`src/rtl/gps_pkg.sv`:
```
// Shared GPS baseband definitions: code length, chip sign mapping and the
// accumulator width rule used by the correlator and the NCO blocks.
package gps_pkg;

    localparam int CA_CODE_LEN = 1023;

    // Epoch sums of 1023 terms of magnitude up to 2^(SAMPLE_W-1) fit with
    // 11 extra bits of headroom, sign included.
    function automatic int acc_width(input int sample_w);
        return sample_w + 11;
    endfunction

    // GPS convention: chip 0 maps to +1, chip 1 maps to -1.
    function automatic logic signed [1:0] chip_to_sign(input logic chip);
        return chip ? 2'sb11 : 2'sb01;
    endfunction

endpackage

```
`src/rtl/corr_acc.sv`:
```
// Single sign-flip integrate-and-dump accumulator. The sample is wiped by the
// replica chip, summed every cycle, and captured into dump_value on dump.
module corr_acc
    import gps_pkg::*;
#(
    parameter int SAMPLE_W = 3,
    parameter int ACC_W    = acc_width(SAMPLE_W)
) (
    input  logic                       clk,
    input  logic                       reset,
    input  logic signed [SAMPLE_W-1:0] sample,
    input  logic                       chip,
    input  logic                       dump,
    output logic signed [ACC_W-1:0]    dump_value
);

    logic signed [ACC_W-1:0] acc;
    logic signed [ACC_W-1:0] sample_ext;
    logic signed [ACC_W-1:0] term;
    logic signed [ACC_W-1:0] sum;

    // Widen before negating so the most negative sample flips exactly.
    always_comb begin
        sample_ext = ACC_W'(sample);
        term       = (chip_to_sign(chip) < 0) ? -sample_ext : sample_ext;
        sum        = acc + term;
    end

    // Integrate each cycle; on dump publish the completed sum and restart at zero.
    always_ff @(posedge clk) begin
        if (reset) begin
            acc        <= '0;
            dump_value <= '0;
        end else if (dump) begin
            dump_value <= sum;
            acc        <= '0;
        end else begin
            acc <= sum;
        end
    end

endmodule

```
`src/rtl/ca_correlator.sv`:
```
// Early/prompt/late C/A-code correlator. Integrates I and Q against three
// replica phases over each 1023-chip epoch and presents the six sums to the
// tracking processor through a valid/ready handshake with sticky overrun.
module ca_correlator
    import gps_pkg::*;
#(
    parameter int SAMPLE_W = 3,
    parameter int ACC_W    = acc_width(SAMPLE_W)
) (
    input  logic                       clk,
    input  logic                       reset,
    input  logic                       chip_in,
    input  logic signed [SAMPLE_W-1:0] i_in,
    input  logic signed [SAMPLE_W-1:0] q_in,
    output logic signed [ACC_W-1:0]    ie_out,
    output logic signed [ACC_W-1:0]    ip_out,
    output logic signed [ACC_W-1:0]    il_out,
    output logic signed [ACC_W-1:0]    qe_out,
    output logic signed [ACC_W-1:0]    qp_out,
    output logic signed [ACC_W-1:0]    ql_out,
    output logic                       out_valid,
    input  logic                       out_ready,
    output logic                       epoch_tick,
    output logic                       overrun
);

    logic [10:0] chip_cnt;
    logic        prompt_chip;
    logic        late_chip;
    logic        dump;

    // The last chip of the epoch is the dump cycle.
    always_comb begin
        dump = (chip_cnt == 11'(CA_CODE_LEN - 1));
    end

    // Epoch chip counter and the two-stage replica delay line (reset to chip 0 = +1).
    always_ff @(posedge clk) begin
        if (reset) begin
            chip_cnt    <= '0;
            prompt_chip <= 1'b0;
            late_chip   <= 1'b0;
        end else begin
            chip_cnt    <= dump ? 11'd0 : chip_cnt + 11'd1;
            prompt_chip <= chip_in;
            late_chip   <= prompt_chip;
        end
    end

    // A dump always leaves data pending; overwriting unconsumed data is sticky overrun.
    always_ff @(posedge clk) begin
        if (reset) begin
            out_valid  <= 1'b0;
            epoch_tick <= 1'b0;
            overrun    <= 1'b0;
        end else begin
            epoch_tick <= dump;
            if (dump) begin
                out_valid <= 1'b1;
                if (out_valid && !out_ready) begin
                    overrun <= 1'b1;
                end
            end else if (out_valid && out_ready) begin
                out_valid <= 1'b0;
            end
        end
    end

    corr_acc #(.SAMPLE_W(SAMPLE_W), .ACC_W(ACC_W)) u_ie (
        .clk(clk), .reset(reset), .sample(i_in), .chip(chip_in),
        .dump(dump), .dump_value(ie_out)
    );

    corr_acc #(.SAMPLE_W(SAMPLE_W), .ACC_W(ACC_W)) u_ip (
        .clk(clk), .reset(reset), .sample(i_in), .chip(prompt_chip),
        .dump(dump), .dump_value(ip_out)
    );

    corr_acc #(.SAMPLE_W(SAMPLE_W), .ACC_W(ACC_W)) u_il (
        .clk(clk), .reset(reset), .sample(i_in), .chip(late_chip),
        .dump(dump), .dump_value(il_out)
    );

    corr_acc #(.SAMPLE_W(SAMPLE_W), .ACC_W(ACC_W)) u_qe (
        .clk(clk), .reset(reset), .sample(q_in), .chip(chip_in),
        .dump(dump), .dump_value(qe_out)
    );

    corr_acc #(.SAMPLE_W(SAMPLE_W), .ACC_W(ACC_W)) u_qp (
        .clk(clk), .reset(reset), .sample(q_in), .chip(prompt_chip),
        .dump(dump), .dump_value(qp_out)
    );

    corr_acc #(.SAMPLE_W(SAMPLE_W), .ACC_W(ACC_W)) u_ql (
        .clk(clk), .reset(reset), .sample(q_in), .chip(late_chip),
        .dump(dump), .dump_value(ql_out)
    );

endmodule
```
`config.mk`:
```
export PLATFORM = sky130hd
export DESIGN_NAME = ca_correlator
export DESIGN_NICKNAME = d
export VERILOG_FILES = /design/src/rtl/gps_pkg.sv /design/src/rtl/corr_acc.sv /design/src/rtl/ca_correlator.sv
export SDC_FILE = /design/constraint.sdc
export NUM_CORES = 1
export LEC_CHECK = 0
export ABC_CLOCK_PERIOD_IN_PS = 8630
export CAP_MARGIN = 20
export CORE_MARGIN = 4
export CORE_UTILIZATION = 60
export CTS_BUF_LIST = sky130_fd_sc_hd__clkbuf_4
export DETAILED_ROUTE_END_ITERATION = 10
export DONT_BUFFER_PORTS = 1
export GPL_TIMING_DRIVEN = 0
export PLACE_DENSITY = 0.76
export SYNTH_ARGS = -nofsm -noshare
export SYNTH_HDL_FRONTEND = slang
export SYNTH_HIERARCHICAL = 1
export SYNTH_SLANG_ARGS = --single-unit
```
`constraint.sdc`:
```
create_clock -name clk -period 8.63 [get_ports clk]
set_clock_uncertainty 0.1 [all_clocks]
set_input_delay 0.863 -clock clk [delete_from_list [all_inputs] [get_ports clk]]
set_output_delay 0.863 -clock clk [all_outputs]
set_load 0.05 [all_outputs]
```
After elaboration in Yosys (flattened, before gate mapping)
Cells that the tools add are included.

cells by class
  add/subtract/negate cells = 9
  $mul = 0
  div/mod/pow operators = 0
  magnitude comparators = 3
  eq/ne operators = 1
  shift-type cells = 0
  muxes and demuxes = 11
  bitwise gates (word level) = 0
  reduce and logical (&&, ||, !) cells = 6

operators with widths
  kind                                                                   number
  14-bit adder                                                           6
  14-bit two-way mux                                                     6
  3-bit negator with 14-bit output                                       2
  11-bit by 1-bit adder with 11-bit output (second input constant)       1
  11-bit by 10-bit == test with 1-bit output (second input constant)     1
  2-bit by 1-bit < comparator with 1-bit output (second input constant)  3
  2-bit two-way mux                                                      3
  1-bit logical AND                                                      2
  1-bit two-way mux                                                      2
  2-bit AND reduction                                                    1
  2-bit nonzero test                                                     1
  2-bit OR reduction                                                     1
  1-bit logical NOT                                                      1

storage, ports and cells
  register bits = 184
  latch bits = 0
  memory bits (writable) = 0
  memory bits (read-only) = 0
  input port bits = 10
  memories = 0

Logic depth before layout (Yosys ltp)
Gate-level depths: netlist (run 1).

  depth after elaboration = 4
  mapped depth = 13
  mapped depth without buffers = 12

Modules after synthesis
Netlist (run 1), hierarchy kept.

by module, submodules not included
  module                instances  cells each  area each (µm²)
  corr_acc at u_il ...  3          188         1625.3
  corr_acc at u_qp      1          189         1632.8
  corr_acc at u_ie      1          188         1627.8
  corr_acc at u_ip      1          184         1604.0
  ca_correlator         1          68          673.1

Worst setup path before layout (run 1)
Ideal clock, no wire load.

  path type = input -> register
  start point = in q_in[1]
  end point = reg u_qp.dump_value[13]
  setup time = 117 ps
  arrival time = 3127 ps
  slack = 5286 ps
  cell stages on the path = 13
  path buffers = 1
  cell sequence = inv_1 -> ha_1 -> inv_1 -> ha_1 -> nand2_1 -> o21ai_0 -> ha_1 -> buf_6 -> a21o_1 -> a21o_1 -> a221o_1 -> or3_1 -> a32o_1

between the ends
  longest elaborated chain between the ends = 3

ends and longest elaborated chain
  item                              line                 source
  start, declared                   ca_correlator.sv:14  input logic signed [SAMPLE_W-1:0] q_in,
  3-bit negator with 14-bit output  corr_acc.sv:25       term = (chip_to_sign(chip) < 0) ? -sample_ext : sample_ext;
  14-bit two-way mux *              corr_acc.sv:25
  14-bit adder *                    corr_acc.sv:26       sum = acc + term;
  end signal, assigned              corr_acc.sv:35       dump_value <= sum;
  end, declared                     corr_acc.sv:14       output logic signed [ACC_W-1:0] dump_value

Every way passes the cells marked *; elsewhere a longest branch is shown, timed or not.
A chain may end at the register's enable or synchronous reset.

Worst setup path in the final report (run 1)
  start point = reg prompt_chip
  end point = reg u_qp.dump_value[13]

between the ends
  longest elaborated chain between the ends = 4

ends and longest elaborated chain
  item                                           line                 source
  start, declared                                ca_correlator.sv:28  logic prompt_chip;
  start signal, assigned                         ca_correlator.sv:45  prompt_chip <= chip_in;
  2-bit two-way mux                              gps_pkg.sv:15        return chip ? 2'sb11 : 2'sb01;
  2-bit by 1-bit < comparator with 1-bit output  corr_acc.sv:25
  14-bit two-way mux                             corr_acc.sv:25
  14-bit adder                                   corr_acc.sv:26

No other way between the ends.

==> results of run 1 <==
## per-stage QoR
stage	worst slack [ns]	area (sq um)
floorplan	5.29	10400
global placement	4.87	10700
detailed placement	4.84	10700
CTS	5.39	11000
global route	5.19	11000
finish	5.42	11000
## layout by cell type (no fill, tap or decap), types with 7 or more instances in the layout
cell,instances
nor2_1,82
or3_1,25
a21oi_2,7
dfxtp_1,184
clkbuf_4,17
buf_2,14
xor2_1,19
nand2_1,95
a21boi_0,12
nor3_1,31
o211ai_1,8
xnor2_1,20
nor2b_1,15
inv_1,50
o31ai_1,8
a21oi_1,78
a32o_1,20
ha_1,98
and2_1,25
inv_6,7
a211oi_1,13
and3_1,31
a31oi_1,13
o21ai_0,65
and3b_1,8
clkbuf_1,28
nor3b_1,11
nand4_1,9
mux2i_1,23
a211o_1,11
o21ai_1,7
nand3_1,50
o21bai_1,7
a21o_1,32
## power groups by stage
stage | registers (mW) | clock network, mW | logic (mW)
CTS | 1.07 | 0.486 | 1.39
floorplan | 1.07 | 0 | 1.14
global route | 1.08 | 0.518 | 1.60
global placement | 1.08 | 0 | 1.35
finish | 1.07 | 0.462 | 1.41
detailed placement | 1.08 | 0 | 1.38
## worst register-to-register path, delay by kind of cell, from the launching register on
kind                       cells  cell delay [ns]
AOI/OAI and AO/OA              5             1.64
adders and majority gates      1             0.36
DFF                            1             0.35
buffers and inverters          2             0.34
and+or+nand+nor                1             0.33
## path summary, 6_finish.rpt
| path | end | slack, ns |
|---|---|---|
| setup / recovery | u_qp/dump_value[13] | 5.42 |
| hold / removal | epoch_tick | 0.26 |
| setup reg to reg | u_qp/dump_value[13] | 5.42 |
| hold reg to reg | late_chip | 0.40 |
## kinds of logic (layout without fill, tap and decap cells)
group,count (synthesis),in the layout
simple gates,419,419
xor+xnor,39,39
mux,23,23
flops,184,184
fa+ha+maj,104,104
other cells,0,1
compound gates,328,328
buf+inv,96,128
## layer usage
| metal | vias to the layer above | share of wire | global-route usage |
|---|---|---|---|
| met1 | 3980 | 0.48 | 0.310 |
| met5 | - | 0 | 0 |
| met4 | 0 | 0.010 | 0.0541 |
| met2 | 179 | 0.45 | 0.373 |
| li1 | 4432 | - | - |
| met3 | 18 | 0.057 | 0.0645 |
## final cells by class
type                            instances  area [sq um]
Clock buffer                           17           128
Inverter                               51           191
Buffer                                 45           205
Multi-Input combinational cell        913          6330
Fill cell                            1475          5860
Antenna cell                            1          2.50
Sequential cell                       184          3680
Clock inverter                         15           140
Tap cell                              220           275
==> flow_metrics.py, run 1 <==
metrics = {
    "setup_path": {
        "crit_path_end_kind": "flop",
        "critPathLaunchType": "flop",
        "critPathLaunch": "prompt_chip",
        "r2r-start": "prompt_chip",
        "path_max_fanout": 8,
        "cp_slowest_cell": "o21ai_0",
        "r2r_cells": 9,
        "cp_top_family": "compound AO/OA/AOI/OAI gates",
        "worst-path-stages": 9,
        "cp.required_ns": 8.99,
        "cp.arrival_ns": 3.58,
        "critPathBufInv": 2,
        "path_cells": "clkbuf_1 -> o21ai_0 -> ha_1 -> buf_2 -> a21oi_1 -> o21ai_1 -> a221o_1 -> or3_1 -> a32o_1",
        "slowest_delay_ns": 0.67,
        "crit_type": "flop to flop",
    },
    "layout": {
        "fin_cells": 1446,
        "area_growth_pct": 5.24,
        "nNetsFinal": 1326,
        "drive_gt1_frac": 0.0669,
        "post-route-util": 0.652,
    },
    "synthesis": {
        "ys.warnings.count": 6,
        "synth_enable_flop_cells": 0,
        "yosysTopAreaCell": "dfxtp_1",
        "synth_commonest_cells": "184 x dfxtp_1, 98 x ha_1, 95 x nand2_1",
        "synth_xor_area_frac": 0.0328,
        "syn_area_sq_um": 10400,
        "synth_ff_type": "dfxtp_1",
        "netlist.area_leader.share": 0.354,
        "synth_area_leaders": "dfxtp_1 35%, ha_1 12%, a21oi_1 3.7%, nand2_1 3.4%, o21ai_0 3.1%",
        "synthMostInstantiatedCell": "dfxtp_1",
        "syn_nets": 1307,
        "ys_async_sr_fraction": 0,
        "synthAdderAreaFrac": 0.129,
        "synth_compound_area_frac": 0.215,
        "synth_top_family_by_area": "compound AO/OA/AOI/OAI gates",
        "synth-seq-area-share": 0.354,
        "avgSynthCellArea_sq_um": 8.73,
        "synth_cells": 1193,
        "postSynthRegisterBits": 184,
        "ys_types": 67,
        "synth-simple-area-share": 0.209,
        "muxShareOfSynthArea": 0.0221,
    },
    "power_and_ir_drop": {
        "pwr-share-comb": 0.479,
        "power_density_nw_per_um2": 268,
        "netSwitchingFraction": 0.406,
        "leakage_nw": 4.69,
        "power.internal_mw": 1.74,
        "ir_worst_vdd_mv": 0.171,
        "switchingPower_mw": 1.19,
        "seq_power_share": 0.363,
        "power.total_mw": 2.94,
        "clkPwrFrac": 0.157,
    },
    "clocking": {
        "clock-sinks": 184,
        "cts_tree": "yes",
        "hold_buffers": 0,
        "clockBufferDepth": 2,
        "clock_latency_ns": 0.56,
        "clkSlewWorstSetupHoldPaths_ns": 0.15,
        "postCtsSetupBuffers": 0,
        "post_cts_resized": 0,
        "cts_buffers": 17,
        "cts_root_buffer": "clkbuf_4",
        "h-tree-depth": 4,
    },
    "global_routing": {
        "grt_max_degree": 40,
        "antenna_found_initial": 1,
        "grt_overflow_total": 0,
        "grt_pass1_vias": 7981,
        "grt_pass1_wl_mm": 38.0,
        "grt.total_usage": 0.231,
    },
    "timing": {
        "finalSetupTns_ns": 0,
        "worstMarginPinSlew_ns": 0.867,
        "rsz0062_at_grt": "no",
        "relSlewSlack": 0.416,
        "min_period_ns": 3.21,
        "whs_ns": 0.265,
        "setup_viol": 0,
        "hold_violations": 0,
        "final_max_slew_viol_count": 0,
        "max_freq_mhz": 311,
        "fin_crit_sh": 0.372,
    },
    "drt": {
        "route.antenna.remaining_nets": 0,
        "drc_errors": 0,
        "wl_per_cell_um": 15.7,
        "drt-initial-drc-count": 514,
        "vias": 8609,
        "firstDrtPassIters": 5,
        "wirelength_mm": 22.8,
        "vias_per_cell": 5.95,
    },
    "placement": {
        "gp_congestion": 0.935,
        "dp_cells": 1413,
        "io_buffers": 0,
        "dp_hpwl_mm": 17.1,
    },
    "die": {
        "num_rows": 47,
        "chipWidth_um": 140,
        "io_pins": 97,
        "start_util": 0.619,
        "dieArea_sq_um": 19500,
        "coreArea_sq_um": 16800,
        "die_h_um": 140,
    },
    "run_status": {
        "status": "completed",
    },
    "run": {
        "max-cap-violations": 0,
    },
    "min_path": {
        "hold_path.class": "input port to flop",
        "min_from": "reset",
        "min_path_cells": 1,
    },
}
No activity file was read; power rests on OpenSTA's default activity.
==> inputs of run 2 (changes only) <==
--- a/config.mk
+++ b/config.mk
@@ -5,7 +5,7 @@
 export SDC_FILE = /design/constraint.sdc
 export NUM_CORES = 1
 export LEC_CHECK = 0
-export ABC_CLOCK_PERIOD_IN_PS = 8630
+export ABC_CLOCK_PERIOD_IN_PS = 3200
 export CAP_MARGIN = 20
 export CORE_MARGIN = 4
 export CORE_UTILIZATION = 60
==> constraint.sdc (replaced) <==
create_clock -name clk -period 3.2 [get_ports clk]
set_clock_uncertainty 0.1 [all_clocks]
set_input_delay 0.32 -clock clk [delete_from_list [all_inputs] [get_ports clk]]
set_output_delay 0.32 -clock clk [all_outputs]
set_load 0.05 [all_outputs]
==> run 2 against run 1 <==
  * Clock-buffer cell count did not move
  * Core utilization rose by 0.52 points
  * Die area did not move
  * Worst hold slack got worse by 0.099 ns
  * Non-clock buffer count rose by 7
  * Critical path depth did not move
  * First-iteration DRC count fell by 7.8%
==> flow_metrics.py, run 2 (synthesis gave the netlist of run 1 again) <==
metrics = {
    "run_status": {
        "status": "completed",
    },
    "power_and_ir_drop": {
        "power.total_mw": 7.94,
        "leakage_nw": 4.72,
        "seq_power_share": 0.362,
        "clkPwrFrac": 0.157,
        "switchingPower_mw": 3.24,
        "netSwitchingFraction": 0.407,
        "pwr-share-comb": 0.481,
        "ir_worst_vdd_mv": 0.458,
        "power.internal_mw": 4.71,
        "power_density_nw_per_um2": 719,
    },
    "timing": {
        "hold_violations": 0,
        "max_freq_mhz": 340,
        "setup_viol": 0,
        "fin_crit_sh": 0.919,
        "rsz0062_at_grt": "no",
        "min_period_ns": 2.94,
        "worstMarginPinSlew_ns": 0.846,
        "relSlewSlack": 0.430,
        "finalSetupTns_ns": 0,
        "final_max_slew_viol_count": 0,
    },
    "drt": {
        "wl_per_cell_um": 15.9,
        "route.antenna.remaining_nets": 0,
        "drc_errors": 0,
        "vias_per_cell": 5.96,
        "wirelength_mm": 23.1,
        "firstDrtPassIters": 5,
        "vias": 8662,
        "drt-initial-drc-count": 474,
    },
    "min_path": {
        "min_to": "u_il/dump_value[13]",
        "hold_path.class": "input port to flop",
        "min_path_cells": 4,
        "min_from": "i_in[2]",
    },
    "global_routing": {
        "grt_overflow_total": 0,
        "grt_max_degree": 40,
        "grt_pass1_wl_mm": 38.4,
        "antenna_found_initial": 1,
        "grt.total_usage": 0.234,
        "grt_pass1_vias": 8042,
    },
    "setup_path": {
        "r2r-start": "prompt_chip",
        "critPathLaunchType": "flop",
        "crit_type": "flop to flop",
        "cp.arrival_ns": 3.31,
        "r2r_setup_slack_ns": 0.26,
        "slowest_delay_ns": 0.38,
        "r2r-end": "u_qp/dump_value[13]",
        "crit_path_end_kind": "flop",
        "path_max_fanout": 8,
        "cp.required_ns": 3.57,
        "critPathBufInv": 2,
        "cp_slowest_cell": "dfxtp_1",
        "path_cells": "clkbuf_1 -> mux2i_1 -> inv_1 -> ha_1 -> nand2_1 -> o21ai_1 -> a221o_1 -> or3_1 -> a32o_1",
        "cp_top_family": "compound AO/OA/AOI/OAI gates",
        "r2r_cells": 9,
    },
    "run": {
        "max-cap-violations": 0,
    },
    "layout": {
        "fin_cells": 1453,
        "drive_gt1_frac": 0.0690,
        "layout_common_cells": "184 x dfxtp_1, 98 x ha_1, 95 x nand2_1",
        "final_common_cell": "dfxtp_1",
        "area_growth_pct": 6.08,
        "post-route-util": 0.657,
        "design_area_sq_um": 11000,
        "nNetsFinal": 1333,
    },
    "die": {
        "num_rows": 47,
        "chipWidth_um": 140,
        "dieArea_sq_um": 19500,
        "die_h_um": 140,
        "io_pins": 97,
        "start_util": 0.619,
        "coreArea_sq_um": 16800,
    },
    "placement": {
        "dp_hpwl_mm": 17.1,
        "io_buffers": 0,
        "gp_congestion": 0.935,
        "dp_cells": 1413,
        "place_area_sq_um": 10700,
    },
    "clocking": {
        "clock_latency_ns": 0.57,
        "cts_buffers": 17,
        "h-tree-depth": 4,
        "clockBufferDepth": 2,
        "cts_tree": "yes",
        "postCtsSetupBuffers": 0,
        "clock-sinks": 184,
        "clkSlewWorstSetupHoldPaths_ns": 0.15,
        "cts_root_buffer": "clkbuf_4",
    },
}
-- run 2: cell count changes in the layout (fill, tap and decap cells not counted), sizes merged --
cell         previous run  this run
clkinvlp                2         3
inv                    58        57
buf                    17        18
dlygate4sd3             0         6
-- run 2: area by class of cell --
class                   instances  area [sq um]
multi-input cells             913          6340
fillers                      1466          5770
flip-flops and latches        184          3680
well taps                     220           275
plain buffers                  45           205
inverters                      51           195
clock inverters                15           140
clock buffers                  17           128
repair buffers                  7          80.1
diodes                          1          2.50
-- run 2: worst max path at each step --
stage	from	endpoint	cells past startpoint
6_report	prompt_chip	u_qp/dump_value[13]	9
5_1_grt	prompt_chip	u_qp/dump_value[13]	9
4_1_cts	chip_cnt[0]	u_ip/acc[9]	9
3_5_place_dp	chip_in	u_ie/dump_value[13]	9
3_3_place_gp	prompt_chip	u_qp/dump_value[13]	9
2_1_floorplan	q_in[1]	u_qp/dump_value[13]	13
-- run 2: worst register-to-register path, delay by kind of cell (launching register included) --
| family | cells | cell delay (ns) |
|---|---|---|
| compound gates | 3 | 0.76 |
| simple gates | 2 | 0.48 |
| buf+inv | 2 | 0.42 |
| flops | 1 | 0.38 |
| fa+ha+maj | 1 | 0.38 |
| mux | 1 | 0.33 |
-- run 2: repair_timing --
| action | 4_1_cts | 5_1_grt |
|---|---|---|
| setup endpoints to repair | 1 | 29 |
| gates resized for setup | 1 | 4 |
| hold buffers | 7 | 0 |
| endpoints found under the hold margin | 120 | 0 |
-- run 2: routing by layer --
| metal | vias to the layer above | part of all wire | global-route usage |
|---|---|---|---|
| li1 | 4444 | - | - |
| met1 | 4043 | 0.48 | 0.314 |
| met2 | 152 | 0.46 | 0.379 |
| met3 | 23 | 0.056 | 0.0631 |
| met4 | 0 | 0.010 | 0.0561 |
| met5 | - | 0 | 0 |
-- run 2: metrics by stage --
stage	hold slack (ns)	setup slack [ns]
after floorplan	0.289	0.399
after global placement	0.306	-0.0376
after detailed placement	0.313	-0.0488
after CTS	0.100	0.0275
after global routing	0.128	0.0610
final	0.166	0.260
-- run 2: power by group through the flow --
| stage | Clock [mW] | Sequential (mW) | Combinational (mW) |
|---|---|---|---|
| detailed placement | 0 | 2.92 | 3.72 |
| CTS | 1.31 | 2.88 | 3.77 |
| finish | 1.25 | 2.87 | 3.82 |
| global route | 1.40 | 2.91 | 4.33 |
| floorplan | 0 | 2.88 | 3.09 |
| global placement | 0 | 2.92 | 3.64 |
